### src/rtl/sap1_controlador.sv
// SAP-1 controller-sequencer: six-state ring counter (T1..T6) with HALT, advanced on the
// falling clock edge, plus a combinational decode of state and opcode into the control word.
module sap1_controlador (
    input  logic       clk,
    input  logic       n_rst,
    input  logic [3:0] opcode,
    output logic       cp,
    output logic       ep,
    output logic       n_lm,
    output logic       n_ce,
    output logic       n_li,
    output logic       n_ei,
    output logic       n_la,
    output logic       ea,
    output logic       su,
    output logic       eu,
    output logic       n_lb,
    output logic       n_lo,
    output logic       halt,
    output logic [5:0] t_state
);
    localparam int unsigned OP_W = 4;

    localparam logic [OP_W-1:0] OP_LDA = 4'b0000;
    localparam logic [OP_W-1:0] OP_ADD = 4'b0001;
    localparam logic [OP_W-1:0] OP_SUB = 4'b0010;
    localparam logic [OP_W-1:0] OP_OUT = 4'b1110;
    localparam logic [OP_W-1:0] OP_HLT = 4'b1111;

    typedef enum logic [2:0] {
        S_T1   = 3'd0,
        S_T2   = 3'd1,
        S_T3   = 3'd2,
        S_T4   = 3'd3,
        S_T5   = 3'd4,
        S_T6   = 3'd5,
        S_HALT = 3'd6
    } state_t;

    state_t r_state;
    state_t w_next;
    logic   w_arith;

    // State changes on the falling edge so the control word settles before the datapath's rising edge
    always_ff @(negedge clk or negedge n_rst) begin
        if (!n_rst) begin
            r_state <= S_T1;
        end else begin
            r_state <= w_next;
        end
    end

    always_comb begin
        w_next = r_state;
        case (r_state)
            S_T1:    w_next = S_T2;
            S_T2:    w_next = S_T3;
            S_T3:    w_next = S_T4;
            S_T4:    w_next = (opcode == OP_HLT) ? S_HALT : S_T5;
            S_T5:    w_next = S_T6;
            S_T6:    w_next = S_T1;
            S_HALT:  w_next = S_HALT;
            default: w_next = S_T1;
        endcase
    end

    assign w_arith = (opcode == OP_ADD) || (opcode == OP_SUB);

    // Control word decode; held inactive while reset is asserted
    always_comb begin
        cp      = 1'b0;
        ep      = 1'b0;
        n_lm    = 1'b1;
        n_ce    = 1'b1;
        n_li    = 1'b1;
        n_ei    = 1'b1;
        n_la    = 1'b1;
        ea      = 1'b0;
        su      = 1'b0;
        eu      = 1'b0;
        n_lb    = 1'b1;
        n_lo    = 1'b1;
        halt    = 1'b0;
        t_state = 6'b000000;
        if (!n_rst) begin
            t_state = 6'b000001;
        end else begin
            case (r_state)
                S_T1: begin
                    t_state = 6'b000001;
                    ep      = 1'b1;
                    n_lm    = 1'b0;
                end
                S_T2: begin
                    t_state = 6'b000010;
                    cp      = 1'b1;
                end
                S_T3: begin
                    t_state = 6'b000100;
                    n_ce    = 1'b0;
                    n_li    = 1'b0;
                end
                S_T4: begin
                    t_state = 6'b001000;
                    if ((opcode == OP_LDA) || w_arith) begin
                        n_ei = 1'b0;
                        n_lm = 1'b0;
                    end else if (opcode == OP_OUT) begin
                        ea   = 1'b1;
                        n_lo = 1'b0;
                    end
                end
                S_T5: begin
                    t_state = 6'b010000;
                    if (opcode == OP_LDA) begin
                        n_ce = 1'b0;
                        n_la = 1'b0;
                    end else if (w_arith) begin
                        n_ce = 1'b0;
                        n_lb = 1'b0;
                    end
                end
                S_T6: begin
                    t_state = 6'b100000;
                    if (w_arith) begin
                        eu   = 1'b1;
                        n_la = 1'b0;
                        su   = (opcode == OP_SUB);
                    end
                end
                S_HALT: begin
                    halt = 1'b1;
                end
                default: begin
                    t_state = 6'b000000;
                end
            endcase
        end
    end

endmodule
### config.mk
export PLATFORM = sky130hd
export DESIGN_NAME = sap1_controlador
export DESIGN_NICKNAME = d
export VERILOG_FILES = /design/src/rtl/sap1_controlador.sv
export SDC_FILE = /design/constraint.sdc
export NUM_CORES = 1
export LEC_CHECK = 0
export CORE_AREA = 5 5 42 44
export DETAILED_ROUTE_END_ITERATION = 10
export DIE_AREA = 0 0 47 49
export PLACE_DENSITY = 0.76
export RECOVER_POWER = 100
export SLEW_MARGIN = 15
export SYNTH_ARGS = -nofsm -noshare
export SYNTH_HDL_FRONTEND = slang
export SYNTH_SLANG_ARGS = --single-unit
### constraint.sdc
create_clock -name clk -period 2.05 [get_ports clk]
set_clock_uncertainty 0.2 [all_clocks]
set_input_delay 0.5125 -clock clk [delete_from_list [all_inputs] [get_ports clk]]
set_output_delay 0.5125 -clock clk [all_outputs]
set_load 0.03 [all_outputs]
## Word level (Yosys, flattened, before mapping)

Index checks and enable logic that the tools add are counted.

- Flip-flop bits (word level): 3
- Input bits: 6
- Output and inout port bits: 19

- Eq/ne operators: 10
- Multiplexer cells: 41
- Reduce and logical (&&, ||, !) cells: 4

Operators by type and width:

| cell | number |
|---|---|
| 6-bit case mux with 6 select lines | 1 |
| 1-bit 2-to-1 mux | 34 |
| 3-bit case mux with 6 select lines | 1 |
| 3-bit equality test (second input constant) | 3 |
| 4-bit equality test (second input constant) | 2 |
| 3-bit by 2-bit equality test with 1-bit output (second input constant) | 2 |
| 6-bit 2-to-1 mux | 1 |
| 1-bit case mux with 2 select lines | 3 |
| 4-bit by 1-bit equality test with 1-bit output (second input constant) | 1 |
| 4-bit by 2-bit equality test with 1-bit output (second input constant) | 1 |
| 4-bit logical NOT | 1 |
| 3-bit by 1-bit equality test with 1-bit output (second input constant) | 1 |
| 3-bit logical NOT | 1 |
| 1-bit logical OR | 2 |
| 2-bit 2-to-1 mux | 1 |

## Logic depth before layout (Yosys ltp)

- Depth in word-level cells: 6
- Depth in mapped cells: 5
- Gate-level depth less buffers: 3

==> results by group <==
Global route
  – Vias in the first global route: around 660
  – Largest net degree at the start of global routing: 11
  – Antenna violations before repair: 0
  – Total GRT Usage: 20.1%
  – Gr ovfl total: 0
  – First-pass GRT wire length: 3200 µm

Detailed routing
  – Drt drc: 0
  – DR vias/cell: approximately 4.9
  – WL final: 1840 µm
  – Vias: 604
  – DRT iter0 DRCs: 8
  – Antenna Violating Nets Remaining: 0
  – Drt pass-1 iters: 3
  – DR WL/cell: between 10 and 15 µm

Setup path
  – CP bufs+invs: 3
  – Worst-path maximum fanout: 2
  – Critical path's largest stage delay: ~0.36 ns
  – Startpoint Class: flop
  – R2R Setup Slk: ~0.74 ns
  – Worst Path Required: 1.34 ns
  – Critical Path AT: 2.52 ns
  – CP endpoint kind: output pin
  – Crit path kind: reg2out
  – Worst-path cell chain: buf_6, nor4b_4, buf_4, and3b_2, buf_6
  – CP max-delay cell: dfrtn_1
  – Delay-heaviest family, CP: simple AND/OR/NAND/NOR gates
  – Most used cell, CP: buf_6

Finish
  – # diodes: 0
  – Share of post-route cells with drive strength above 1: about four fifths
  – # fillers: between 80 and 90
  – Max reg flops: 3
  – Final #Nets: roughly 120
  – Reg with most FFs: r_state
  – Largest regs: r_state x3
  – Layout Area Growth over Synthesis: 204%

Logic synthesis
  – Seq/Total Area, Yosys: 20.7%
  – Ys Warns: 0
  – Syn_nets: 56
  – Dominant synthesized flop cell: dfrtn_1
  – FFs w/ async S/R, synth: 100%
  – Synth area leaders: dfrtn_1, nor2_1, nor2b_1, o21ai_0, nor4b_4
  – Post-synth EDFFs: 0
  – Count leader, synth: nor2_1
  – Yosys cell types: 28
  – Synth cell count leaders: nor2_1, o21ai_0, nand2_1, nor2b_1, dfrtn_1
  – Synth area leader: dfrtn_1
  – Synth Instances: 50
  – Post-synthesis cell area: about 360 µm²
  – Synth top area share: 20.7%
  – Syn avg cell area: between 7 and 8 µm²
  – FF+latch count, synth: 3

Floorplan
  – Core Area: about 0.0014 mm²
  – Row cnt: 14
  – Die Y: 49 µm
  – Chip Width: about 47 µm
  – Initial Util: between 20% and 30%
  – IO Count: 25
  – Die area: about 0.0023 mm²

Clock tree
  – H-tree depth: 1
  – Reg clk slew, reported paths: roughly 0.030 ns
  – Skew-Pair Late Insertion Delay: between 0.2 and 0.3 ns
  – CTS Buf Count: 3
  – # hold bufs at CTS: 0
  – Worst-case clock buffer depth: 2
  – Root Driver: clkbuf_4
  – CTS tree: yes
  – CTS sink cnt: 3

STA
  – Fin. max-slew vios: 0
  – RSZ-0062 raised after global routing: yes
  – Final Hold Viols: 0
  – Slew HR: between 70% and 80%
  – Setup TNS: -20.52 ns
  – Tightest Pin Transition: about 0.39 ns
  – Setup Viol. Count Final: 19
  – Setup WS post-layout: -1.18 ns

Place
  – Pre-CTS WS: -1.10 ns
  – Hpwl dp: roughly 1100 µm
  – PortBufs: 24
  – Placer Congestion: between 0.6 and 0.7

Power and ir drop
  – PwrDens: 1210 mW/mm²
  – P_leak: between 0.5 and 0.6 nW
  – Peak supply drop: roughly 0.00063 V

Run status
  – Status: complete, but fails checks
  – Failing checks: setup timing

Hold path
  – Hold Crit Class: reg2reg

Job
  – Max Cap Viol: 0
## layer usage
metal	up-vias	wire length, µm	GRT usage (%)	share of wire, %
met5	-	0	0	0
met2	21	1020	34.8	55
met3	5	115	5.17	6.3
li1	290	-	-	-
met4	0	55	12.4	3.0
met1	288	646	20.0	35
## layout by cell type (no fill, tap or decap), drive strengths merged, types with 3 or more instances in the layout
master / instances
o21ai: 6
nor2: 8
clkbuf: 5
buf: 56
nor2b: 4
dfrtn: 3
nand2: 4
## worst register-to-register path: stages (launching register included)
cell and delay, ns:
dfrtn_1 0.42, buf_6 0.15, nand2b_4 0.16, buf_6 0.11, a21o_2 0.08, o21ai_1 0.05
## where the power goes
| group | total [W] | leakage, nW | switching (W) | internal, W |
|---|---|---|---|---|
| logic | 0.00111 | 0.448 | 0.000545 | 0.000566 |
| registers | 0.000112 | 0.0369 | 0.0000215 | 0.0000907 |
| clock network | 0.000112 | 0.0150 | 0.0000387 | 0.0000735 |
| total | 0.00134 | 0.500 | 0.000605 | 0.000731 |
## kinds of logic after synthesis
logic type      after synthesis  share of synthesized area, %
xor+xnor                      1                          2.41
compound gates               10                          17.2
buf+inv                       6                          9.65
simple gates                 30                          50.0
flops                         3                          20.7
## worst paths after layout
path                                 start    endpoint  cells past startpoint
max in group asynchronous            n_rst  r_state[2]                      2
worst min register to register  r_state[0]  r_state[1]                      3
worst max-delay path            r_state[1]          su                      5
worst max register to register  r_state[2]  r_state[1]                      5
min in group asynchronous            n_rst  r_state[1]                      2
worst min-delay path            r_state[0]  r_state[1]                      3
## area by class of cell
| type | count | area (µm²) | area share [%] |
|---|---|---|---|
| repair buffers | 58 | 554 | 50.3 |
| clock buffers | 4 | 26.3 | 2.38 |
| flip-flops and latches | 3 | 75.1 | 6.81 |
| inverters | 2 | 17.5 | 1.59 |
| well taps | 16 | 20.0 | 1.82 |
| multi-input cells | 41 | 409 | 37.1 |
## stage by stage
| step | instances | hold slack [ns] | power (W) | instance area (µm²) | utilization (%) |
|---|---|---|---|---|---|
| floorplan | 50 | 0.314 | 0.000657 | 522 | - |
| global placement | 106 | 0.376 | 0.000832 | 840 | 59.9 |
| detailed placement | 106 | 0.404 | 0.000848 | 840 | 59.9 |
| CTS | 120 | 0.359 | 0.00123 | 1050 | 74.6 |
| global route | 124 | 0.490 | 0.00142 | 1100 | 78.7 |
| finish | 124 | 0.468 | 0.00134 | 1100 | 78.7 |
## what timing repair did
item                       in CTS  in global routing
setup endpoints to repair      20                 20
setup buffers                  10                  5
pin swaps                       8                  4
resized for setup              49                 10
(Power assumes the default switching activity.)
